<file path="src/rtl/shift_deserializer_pkg.sv">
// Shared definitions for the serial-in / parallel-out receiver.
//   deserState_e : receiver FSM states (StIdle, StShift)
//   DefaultWidth : default assembled word width in bits
package shift_deserializer_pkg;

  typedef enum logic [0:0] {
    StIdle,
    StShift
  } deserState_e;

  localparam int unsigned DefaultWidth = 4;

endpackage

</file>
<file path="src/rtl/shift_deserializer.sv">
// Serial-in, parallel-out receiver. Collects a framed bit stream into WIDTH-bit words and
// offers each word downstream through a single-entry valid/ready output buffer.
// Ports:
//   clk          : rising-edge clock
//   reset        : asynchronous active-low reset
//   serialIn     : serial data bit, sampled when bitValid=1
//   bitValid     : qualifies serialIn this cycle
//   frameStart   : with bitValid, marks serialIn as the first bit of a new word
//   dataOut      : assembled word, held stable while dataValid=1
//   dataValid    : dataOut holds an unconsumed word
//   dataReady    : consumer accepts dataOut on an edge where dataValid=1
//   overrun      : sticky, a completed word was dropped because the buffer was full
//   clearOverrun : synchronous clear of overrun (a same-edge set wins)
//   busy         : a frame is partially assembled
module shift_deserializer
  import shift_deserializer_pkg::*;
#(
  parameter int unsigned WIDTH     = DefaultWidth,
  parameter bit          MSB_FIRST = 1'b1
) (
  input  logic             clk,
  input  logic             reset,
  input  logic             serialIn,
  input  logic             bitValid,
  input  logic             frameStart,
  output logic [WIDTH-1:0] dataOut,
  output logic             dataValid,
  input  logic             dataReady,
  output logic             overrun,
  input  logic             clearOverrun,
  output logic             busy
);

  localparam int unsigned CntW = $clog2(WIDTH + 1);
  localparam logic [CntW-1:0] LastCnt = CntW'(WIDTH);

  deserState_e      stateQ, stateD;
  logic [WIDTH-1:0] shiftQ, shiftD;
  logic [CntW-1:0]  cntQ, cntD;
  logic [WIDTH-1:0] dataQ, dataD;
  logic             validQ, validD;
  logic             overrunQ, overrunD;

  logic             acceptBit;
  logic             wordDone;
  logic             bufFree;
  logic [WIDTH-1:0] shiftBase;
  logic [WIDTH-1:0] nextWord;
  logic [CntW-1:0]  nextCnt;

  // Assembly FSM and shift register.
  always_comb begin
    stateD    = stateQ;
    shiftD    = shiftQ;
    cntD      = cntQ;
    wordDone  = 1'b0;
    // A frameStart bit is always accepted (start or resync); other bits only mid-frame.
    acceptBit = bitValid && (frameStart || (stateQ == StShift));
    // A resync discards the partial word, so the new frame shifts into a clean register.
    shiftBase = frameStart ? '0 : shiftQ;
    nextCnt   = frameStart ? CntW'(1) : cntQ + CntW'(1);
    if (MSB_FIRST) begin
      nextWord    = shiftBase << 1;
      nextWord[0] = serialIn;
    end else begin
      nextWord          = shiftBase >> 1;
      nextWord[WIDTH-1] = serialIn;
    end

    if (acceptBit) begin
      shiftD = nextWord;
      if (nextCnt == LastCnt) begin
        wordDone = 1'b1;
        stateD   = StIdle;
        cntD     = '0;
      end else begin
        stateD = StShift;
        cntD   = nextCnt;
      end
    end
  end

  // Output buffer and overrun flag.
  always_comb begin
    dataD    = dataQ;
    validD   = validQ;
    overrunD = overrunQ;
    bufFree  = !validQ || dataReady;

    if (wordDone && bufFree) begin
      dataD  = nextWord;
      validD = 1'b1;
    end else if (validQ && dataReady) begin
      validD = 1'b0;
    end

    if (wordDone && !bufFree) begin
      overrunD = 1'b1;
    end else if (clearOverrun) begin
      overrunD = 1'b0;
    end
  end

  always_ff @(posedge clk or negedge reset) begin
    if (!reset) begin
      stateQ   <= StIdle;
      shiftQ   <= '0;
      cntQ     <= '0;
      dataQ    <= '0;
      validQ   <= 1'b0;
      overrunQ <= 1'b0;
    end else begin
      stateQ   <= stateD;
      shiftQ   <= shiftD;
      cntQ     <= cntD;
      dataQ    <= dataD;
      validQ   <= validD;
      overrunQ <= overrunD;
    end
  end

  assign dataOut   = dataQ;
  assign dataValid = validQ;
  assign overrun   = overrunQ;
  assign busy      = (stateQ == StShift);

endmodule

</file>
<file path="config.mk">
export PLATFORM = sky130hd
export DESIGN_NAME = shift_deserializer
export DESIGN_NICKNAME = d
export VERILOG_FILES = /design/src/rtl/shift_deserializer_pkg.sv /design/src/rtl/shift_deserializer.sv
export SDC_FILE = /design/constraint.sdc
export NUM_CORES = 1
export LEC_CHECK = 0
export CAP_MARGIN = 0
export CORE_AREA = 3 3 40 42
export DETAILED_ROUTE_END_ITERATION = 16
export DIE_AREA = 0 0 43 45
export PLACE_DENSITY = 0.75
export SYNTH_ARGS = -nofsm -noshare
export SYNTH_HDL_FRONTEND = slang
export SYNTH_SLANG_ARGS = --single-unit
</file>
<file path="constraint.sdc">
create_clock -name clk -period 3.8 [get_ports clk]
set_clock_uncertainty 0.15 [all_clocks]
set_input_delay 0.76 -clock clk [delete_from_list [all_inputs] [get_ports clk]]
set_output_delay 0.76 -clock clk [all_outputs]
set_load 0.03 [all_outputs]
</file>
==> run summary, run 1 <==
Placed Instances: 78
Number of port buffers: 13
RSZ-0062 raised after global routing: false
CTS Buffer Depth: 2
CTS root buf: clkbuf_4
Routability congestion estimate from global placement: 0.6872
Hold_ws: 0.3632 ns
Post-CTS setup buffers: 0
Initial antenna violation count: 0
Critical path startpoint category: flop
Register area share after synthesis: 52.21%
Ys Warns: 0
Mapped Cells: 53
Arrival time worst endpoint: 1.59 ns
Minimum clock period: 2.501 ns
TritonCTS clock tree: done
Largest net degree at the start of global routing: 14
Synth top area share: 52.21%
Sequential Area: 325.3 sq um
Cell Int Power: 331.8 uW
Worst setup EP type: output pin
Largest family of logic cells by synthesized area: simple AND/OR/NAND/NOR gates
CP peak stage delay: 0.75 ns
Compound-Gate Fraction of Synth Area: 12.65%
Adder-cell share of the synthesized area: 2.008%
Period utilisation layout: 65.80%
Slowest cell on crit path: clkdlybuf4s50_1
H-tree depth: 1
N_diodes: 0
Resize count post-CTS: 0
Post-route setup TNS: 0 ns
Syn_nets: 61
# rows: 13
Largest cells by area after synthesis: dfrtp_1, mux2_2, nor4_4
Outcome: completed
Num CTS Buffers: 3
Core Area: 1285 sq um
Max Slew Vio Count: 0
Cell Area, Placed: 757.0 sq um
IO Pins: 14
Hold Buf Count CTS: 0
Initial core utilization: 48.49%
Vias in the first global route: 435
Antenna Nets Post-Route: 0
First-pass GRT wire length: 1.966 mm
Post-route DRC: 0
Mean routed wirelength per cell: 13.54 um
WP data required: 2.89 ns
Max-capacitance violation count: 0
CP delay by family, top: buffers and inverters
Switching power: 205.3 uW
Mapped Avg Cell Area: 11.76 sq um
Count of final setup violators: 0
Via/cell ratio: 5.463
Power Density: 685.7 nW/um^2
Post-route cell area: 783.3 sq um
First-pass iteration count of the detailed router: 2
Worst skew pair latency: 0.27 ns
Slew headroom: 61.49%
Post-Layout Cell Count: 82
Peak supply drop: 0.0003414 V
Synth cell types: 21
Flop pwr share: 40.5%
Gate power share: 43.7%
Final hold violation count: 0
Die area: 1935 sq um
Nets@finish: 76
Highest clock rate: 399.9 MHz
Multi-input combinational cell area: 267.8 sq um
Vias: 448
Crit Path Class: reg2out
Total power: 537.1 uW
Buf+Inv Stages, Crit Path: 1
Hpwl dp: 831.9 um
Initial DRC count: 9
Clk pwr share: 15.8%
Pleak: 0.3373 nW
Synthesis-to-layout area growth: 25.70%
Hold crit path type: reg2reg
CP max FO: 11
Die Height: 45 um
Final core occ: 60.95%
Mux cell area share after synthesis: 10.84%
Net Sw Frac: 38.22%
Clock transition at the registers of the reported paths: 0.08 ns
Sink Count: 13
Share of layout cells above drive strength 1: 17.91%
Simple-Gate Fraction of Synth Area: 16.06%
Routed WL: 1.110 mm
Total gr overflow: 0
DP Worst Slack: 1.280 ns
Worst slew pin tran: 0.5758 ns
Cell Chain, Critical Path: clkdlybuf4s50_1
Synth Register Bits: 13
XOR/XNOR Fraction of Synth Area: 1.406%
Chip Width: 43 um
Layout fillers: 115
GRT Total Usage: 13.87%
Area leader, netlist: dfrtp_1
Area of the mapped netlist: 623.1 sq um
Setup ws final: 1.299 ns
-- power by group through the flow --
stage	logic, mW	clock network (mW)	registers, mW
4_1_cts	0.237	0.0877	0.218
5_1_grt	0.256	0.0960	0.225
2_1_floorplan	0.130	0	0.248
6_report	0.235	0.0849	0.218
3_3_place_gp	0.230	0	0.218
3_5_place_dp	0.235	0	0.219
-- final cells by class --
| type | count | area share [%] |
|---|---|---|
| well taps | 15 | 2.396 |
| inverters | 4 | 1.917 |
| repair buffers | 13 | 16.61 |
| clock buffers | 4 | 3.355 |
| flip-flops and latches | 13 | 41.53 |
| multi-input cells | 33 | 34.19 |
-- worst reg2reg max path, stage by stage, from the launching register on --
cell,delay (ns)
dfrtp_1,0.42
ha_1,0.32
nand2b_1,0.22
nor4_4,0.38
mux2_2,0.38
-- registers in the layout, summed over array words and instances, names as in the netlist --
signal / count
dataValid: 1
overrun: 1
dataOut: 4
cntQ: 3
shiftQ: 3
busy: 1
-- synth_stat cells --
| cell | n |
|---|---|
| o21a_1 | 2 |
| nor4_4 | 1 |
| a21oi_1 | 1 |
| nand3_1 | 2 |
| xnor2_1 | 1 |
| nand3b_4 | 1 |
| nor3_1 | 1 |
| buf_2 | 3 |
| o21ai_0 | 1 |
| mux2_2 | 6 |
| o22ai_1 | 3 |
| nor2_1 | 4 |
| o22a_1 | 2 |
| nand2_1 | 1 |
| ha_1 | 1 |
| inv_1 | 4 |
| a22o_1 | 2 |
| nor2b_1 | 2 |
| or2_2 | 1 |
| nand2b_1 | 1 |
| dfrtp_1 | 13 |
-- layout by cell type, fill, tap and decap left out --
cell,count
nor4_4,1
nor3_1,1
ha_1,1
nand3b_4,1
o22a_1,2
or2_2,1
clkbuf_4,3
dfrtp_1,13
xnor2_1,1
o22ai_1,3
clkbuf_1,1
o21ai_0,1
a21oi_1,1
mux2_2,6
inv_1,4
nand3_1,2
a22o_1,2
o21a_1,2
clkdlybuf4s50_1,13
nand2b_1,1
nor2b_1,2
nand2_1,1
nor2_1,4
-- path summary, 6_finish.rpt --
| check | startpoint | end | slack (ns) | cells after the start |
|---|---|---|---|---|
| min in group asynchronous | reset | cntQ[0]$_DFFE_PN0N_ | 0.70 | 1 |
| max reg2reg | cntQ[0]$_DFFE_PN0N_ | dataOut[1]$_DFFE_PN0P_ | 1.81 | 4 |
| min | overrun$_DFFE_PN0P_ | overrun$_DFFE_PN0P_ | 0.36 | 1 |
| max in group asynchronous | reset | shiftQ[1]$_DFFE_PN0N_ | 2.42 | 1 |
| max | busy$_DFFE_PN0N_ | busy | 1.30 | 1 |
| min reg2reg | overrun$_DFFE_PN0P_ | overrun$_DFFE_PN0P_ | 0.36 | 1 |
-- cell families (layout without fill, tap and decap cells) --
| kind of cell | after synthesis | in the layout |
|---|---|---|
| AND/OR/NAND/NOR | 14 | 14 |
| XOR/XNOR | 1 | 1 |
| flip-flops | 13 | 13 |
| multiplexers | 6 | 6 |
| AO/OA/AOI/OAI | 11 | 11 |
| adder cells (fa/ha/maj) | 1 | 1 |
| buffers and inverters | 7 | 21 |
-- routing by layer --
metal	global-route usage (%)	vias to the layer above	wire length [um]
met3	3.984	2	38
li1	-	217	-
met2	20.66	9	508
met5	0	-	0
met1	19.28	220	543
met4	5.422	0	19
(Power assumes the default switching activity.)
==> run 2, diff against run 1 <==
- CORE_AREA: 3 3 40 42 -> unset
- CORE_MARGIN: unset -> 3
- CORE_UTILIZATION: unset -> 47
- DIE_AREA: 0 0 43 45 -> unset
- clock period: 3.8 -> 2.45 ns (I/O delays scaled with it)
==> run summary, run 2 (synthesis gave the netlist of run 1 again) <==
Initial antenna violation count: 0 (unchanged)
Clock transition at the registers of the reported paths: 0.08 ns (about the same)
DP Worst Slack: 0.3679 ns (was 1.280 ns)
H-tree depth: 1 (unchanged)
Number of port buffers: 13 (unchanged)
Largest net degree at the start of global routing: 14 (unchanged)
GRT Total Usage: 15.78% (was 13.87%)
Flop pwr share: 40.3% (was 40.5%)
CTS root buf: clkbuf_4 (unchanged)
Multi-input combinational cell area: 267.8 sq um (unchanged)
Net Sw Frac: 37.88% (was 38.22%)
Clk pwr share: 16.1% (was 15.8%)
Nets@finish: 78 (was 76)
Highest clock rate: 446.7 MHz
CP delay by family, top: buffers and inverters (unchanged)
Num CTS Buffers: 3 (unchanged)
Pleak: 0.3469 nW (was 0.3373 nW)
Die area: 1799 sq um (was 1935 sq um)
Total gr overflow: 0 (unchanged)
Sink Count: 13 (unchanged)
CP peak stage delay: 0.75 ns (about the same)
Worst skew pair latency: 0.28 ns (was 0.27 ns)
Most frequent cells in the layout: dfrtp_1, clkdlybuf4s50_1, mux2_2 (unchanged)
Slowest cell on crit path: clkdlybuf4s50_1 (unchanged)
Initial DRC count: 2 (was 9)
Resize count post-CTS: 0 (unchanged)
Buf+Inv Stages, Crit Path: 1 (unchanged)
DR WL met2: 510 um (was 508 um)
Initial core utilization: 53.21% (was 48.49%)
Worst slew pin tran: 0.5814 ns (was 0.5758 ns)
Chip Width: 42.41 um (was 43 um)
Vias: 434 (was 448)
Via/cell ratio: 5.229 (was 5.463)
Hold crit path type: reg2reg (unchanged)
Gate power share: 43.6% (was 43.7%)
CP max FO: 11 (unchanged)
Critical path startpoint category: flop (unchanged)
RSZ-0062 raised after global routing: false (unchanged)
Hold_ws: 0.3668 ns (was 0.3632 ns)
Share of layout cells above drive strength 1: 20.29% (was 17.91%)
Max-capacitance violation count: 0 (unchanged)
First-pass GRT wire length: 2.056 mm (was 1.966 mm)
Worst setup EP type: output pin (unchanged)
CTS Buffer Depth: 2 (unchanged)
N_diodes: 0 (unchanged)
WP data required: 1.81 ns (was 2.89 ns)
Routed WL: 1.150 mm (was 1.110 mm)
Power Density: 1041 nW/um^2 (was 685.7 nW/um^2)
Post-route DRC: 0 (unchanged)
Setup ws final: 0.2114 ns (was 1.299 ns)
First-pass iteration count of the detailed router: 4 (was 2)
Post-route setup TNS: 0 ns (unchanged)
Crit Path Class: reg2out (unchanged)
Hold Buf Count CTS: 0 (unchanged)
Arrival time worst endpoint: 1.60 ns (was 1.59 ns)
Max layer used: met4 (unchanged)
Mean routed wirelength per cell: 13.86 um (was 13.54 um)
Core Area: 1171 sq um (was 1285 sq um)
Routability congestion estimate from global placement: 0.7935 (was 0.6872)
Count of final setup violators: 0 (unchanged)
Cell Int Power: 515.5 uW (was 331.8 uW)
Layout fillers: 94 (was 115)
Max Slew Vio Count: 0 (unchanged)
Sequential Area: 325.3 sq um (unchanged)
Max reg flops: 4 (unchanged)
Die Height: 42.41 um (was 45 um)
Outcome: completed (unchanged)
Hpwl dp: 853.3 um (was 831.9 um)
Switching power: 314.4 uW (was 205.3 uW)
IO Pins: 14 (unchanged)
WL met3: 50 um (was 38 um)
Synthesis-to-layout area growth: 27.91% (was 25.70%)
Peak supply drop: 0.0004892 V (was 0.0003414 V)
Minimum clock period: 2.239 ns
Antenna Nets Post-Route: 0 (unchanged)
Final hold violation count: 0 (unchanged)
Slew headroom: 61.12% (was 61.49%)
# rows: 12 (was 13)
Vias in the first global route: 456 (was 435)
Flop-to-flop setup slack: 0.49 ns (was 1.81 ns)
Cell Chain, Critical Path: clkdlybuf4s50_1 (unchanged)
M1 wire length: 565 um (was 543 um)
Post-CTS setup buffers: 0 (unchanged)
Period utilisation layout: 91.37%
TritonCTS clock tree: done (unchanged)
[run 2: cell types whose count changed in the layout (fill, tap and decap cells not counted)]
cell / before / now
buf_4: 0 / 2
[run 2: layout make-up]
| class | count | share of cell area (%) |
|---|---|---|
| sequential | 13 | 40.82 |
| multi-input combinational | 33 | 33.60 |
| timing repair buffer | 15 | 18.21 |
| clock buffer | 4 | 3.297 |
| tap | 14 | 2.198 |
| inverter | 4 | 1.884 |
[run 2: metrics by stage]
stage | util [%] | cells | cell area, sq um | power [mW]
2_1_floorplan | - | 53 | 623.1 | 0.5873
3_3_place_gp | 65.81 | 79 | 770.7 | 0.6993
3_5_place_dp | 65.81 | 79 | 770.7 | 0.7045
4_1_cts | 68.06 | 83 | 797.0 | 0.8407
5_1_grt | 68.06 | 83 | 797.0 | 0.8972
6_report | 68.06 | 83 | 797.0 | 0.8299
[run 2: path summary, 6_finish.rpt]
| kind | startpoint | to | depth (start not counted) |
|---|---|---|---|
| worst max-delay path | busy$_DFFE_PN0N_ | busy | 1 |
| worst min register to register | dataOut[1]$_DFFE_PN0P_ | dataOut[1]$_DFFE_PN0P_ | 1 |
| worst min-delay path | dataOut[1]$_DFFE_PN0P_ | dataOut[1]$_DFFE_PN0P_ | 1 |
| worst max register to register | cntQ[0]$_DFFE_PN0N_ | dataOut[0]$_DFFE_PN0P_ | 4 |
| max in group asynchronous | reset | shiftQ[2]$_DFFE_PN0N_ | 1 |
| min in group asynchronous | reset | cntQ[2]$_DFFE_PN0N_ | 1 |
[run 2: layer usage]
layer  vias up  global-route usage, %
li1        220                      -
met1       202                  20.00
met2        10                  23.10
met3         2                  6.438
met4         0                  7.453
met5         -                      0
[run 2: power by group through the flow]
stage / clock network (mW) / logic [mW] / registers [mW]
2_1_floorplan: 0 / 0.202 / 0.385
3_3_place_gp: 0 / 0.359 / 0.340
3_5_place_dp: 0 / 0.365 / 0.339
4_1_cts: 0.138 / 0.367 / 0.336
5_1_grt: 0.152 / 0.400 / 0.345
6_report: 0.134 / 0.362 / 0.334
==> run 3, diff against run 2 <==
==> constraint.sdc (replaced) <==
create_clock -name clk -period 2.45 [get_ports clk]
set_clock_uncertainty 0.15 [all_clocks]
set_input_delay 0.3675 -clock clk [delete_from_list [all_inputs] [get_ports clk]]
set_output_delay 0.3675 -clock clk [all_outputs]
set_load 0.03 [all_outputs]
==> run summary, run 3 (synthesis gave the netlist of run 1 again) <==
CTS Buffer Depth: 2 (unchanged)
Layout fillers: 95 (was 94)
Sequential Area: 325.3 sq um (unchanged)
Nets@finish: 78 (unchanged)
Max Slew Vio Count: 0 (unchanged)
Routability congestion estimate from global placement: 0.6730 (was 0.7935)
Largest net degree at the start of global routing: 14 (unchanged)
Post-route cell area: 797.0 sq um (unchanged)
Die Height: 42.41 um (unchanged)
Clk pwr share: 15.9% (was 16.1%)
Buf+Inv Stages, Crit Path: 1 (unchanged)
Period utilisation layout: 86.82% (was 91.37%)
WP data required: 1.93 ns (was 1.81 ns)
RSZ-0062 raised after global routing: false (unchanged)
Chip Width: 42.41 um (unchanged)
Worst skew pair latency: 0.27 ns (was 0.28 ns)
Synthesis-to-layout area growth: 27.91% (unchanged)
Met1 global-route usage: 20.63% (was 20.00%)
Post-CTS setup buffers: 0 (unchanged)
Sink Count: 13 (unchanged)
Multi-input combinational cell area: 267.8 sq um (unchanged)
Antenna Nets Post-Route: 0 (unchanged)
Via/cell ratio: 5.663 (was 5.229)
Post-Layout Cell Count: 83 (unchanged)
Net Sw Frac: 38.55% (was 37.88%)
Post-route setup TNS: 0 ns (unchanged)
N_diodes: 0 (unchanged)
Slowest cell on crit path: clkdlybuf4s50_1 (unchanged)
Vias in the first global route: 497 (was 456)
First-pass GRT wire length: 2.145 mm (was 2.056 mm)
Most frequent cells in the layout: dfrtp_1, clkdlybuf4s50_1, mux2_2 (unchanged)
Busiest grt layer: met2 (unchanged)
Hold Buf Count CTS: 0 (unchanged)
Initial DRC count: 1 (was 2)
Critical path startpoint category: flop (unchanged)
Pleak: 0.3469 nW (unchanged)
Share of layout cells above drive strength 1: 20.29% (unchanged)
Minimum clock period: 2.127 ns (was 2.239 ns)
CP peak stage delay: 0.75 ns (about the same)
Core Area: 1171 sq um (unchanged)
IO Pins: 14 (unchanged)
Total power: 841.7 uW (was 829.9 uW)
Clock transition at the registers of the reported paths: 0.08 ns (about the same)
Highest clock rate: 470.1 MHz (was 446.7 MHz)
Gate power share: 44.2% (was 43.6%)
Switching power: 324.5 uW (was 314.4 uW)
Number of port buffers: 13 (unchanged)
Crit Path Class: reg2out (unchanged)
Final hold violation count: 0 (unchanged)
Die area: 1799 sq um (unchanged)
Arrival time worst endpoint: 1.61 ns (was 1.60 ns)
# rows: 12 (unchanged)
GRT met2 Usage: 22.49% (was 23.10%)
Initial core utilization: 53.21% (unchanged)
Cell Chain, Critical Path: clkdlybuf4s50_1 (unchanged)
Num CTS Buffers: 3 (unchanged)
Cell Int Power: 517.2 uW (was 515.5 uW)
Outcome: completed (unchanged)
H-tree depth: 1 (unchanged)
Power Density: 1056 nW/um^2 (was 1041 nW/um^2)
GRT Total Usage: 15.83% (was 15.78%)
Resize count post-CTS: 0 (unchanged)
Slew headroom: 60.78% (was 61.12%)
Peak supply drop: 0.0004457 V (was 0.0004892 V)
Worst slew pin tran: 0.5865 ns (was 0.5814 ns)
Count of final setup violators: 0 (unchanged)
TritonCTS clock tree: done (unchanged)
CP max FO: 11 (unchanged)
Routed WL: 1.236 mm (was 1.150 mm)
Hpwl dp: 962.2 um (was 853.3 um)
M3 GR Usage: 3.863% (was 6.438%)
Hold crit path type: in2async (was reg2reg)
Total gr overflow: 0 (unchanged)
CP delay by family, top: buffers and inverters (unchanged)
Post-route DRC: 0 (unchanged)
Flop pwr share: 39.9% (was 40.3%)
Placed Instances: 79 (unchanged)
Cell Area, Placed: 770.7 sq um (unchanged)
Mean routed wirelength per cell: 14.89 um (was 13.86 um)
Initial antenna violation count: 0 (unchanged)
Worst setup EP type: output pin (unchanged)
Max-capacitance violation count: 0 (unchanged)
Max reg flops: 4 (unchanged)
Vias: 470 (was 434)
First-pass iteration count of the detailed router: 3 (was 4)
CTS root buf: clkbuf_4 (unchanged)
run 3: cell counts in the layout (fill, tap and decap cells not counted):
Identical to the previous run, type by type.
run 3: final cells by class:
| type | instances | share of cell area [%] |
|---|---|---|
| multi-input cells | 33 | 33.60 |
| repair buffers | 15 | 18.21 |
| clock buffers | 4 | 3.297 |
| well taps | 14 | 2.198 |
| flip-flops and latches | 13 | 40.82 |
| inverters | 4 | 1.884 |
run 3: layer usage:
layer,share of wire (%),wire length (um),vias to the layer above
met3,4.4,54,6
met2,48,599,12
met1,44,538,235
met4,3.6,44,0
met5,0,0,-
li1,-,-,217
run 3: per-stage QoR:
step                utilization, %  setup slack (ns)  hold WS (ns)
global placement             65.81            0.5001        0.3438
finish                       68.06            0.3229        0.3085
global route                 68.06            0.2640        0.3504
floorplan                        -            0.5855      -0.07809
detailed placement           65.81            0.4663        0.3552
CTS                          68.06            0.3286        0.3196
run 3: path summary, 6_finish.rpt:
kind	startpoint	to	slack, ns	depth (start not counted)
max	busy$_DFFE_PN0N_	busy	0.32	1
min	reset	busy$_DFFE_PN0N_	0.31	1
max reg2reg	cntQ[0]$_DFFE_PN0N_	dataOut[1]$_DFFE_PN0P_	0.47	4
min reg2reg	dataOut[1]$_DFFE_PN0P_	dataOut[1]$_DFFE_PN0P_	0.37	1
max in group asynchronous	reset	overrun$_DFFE_PN0P_	1.46	1
min in group clk	dataOut[1]$_DFFE_PN0P_	dataOut[1]$_DFFE_PN0P_	0.37	1
run 3: power groups by stage:
stage	Combinational, mW	Clock, mW	Sequential (mW)
global placement	0.358	0	0.338
floorplan	0.202	0	0.385
finish	0.372	0.133	0.336
CTS	0.378	0.135	0.336
global route	0.402	0.147	0.344
detailed placement	0.375	0	0.340
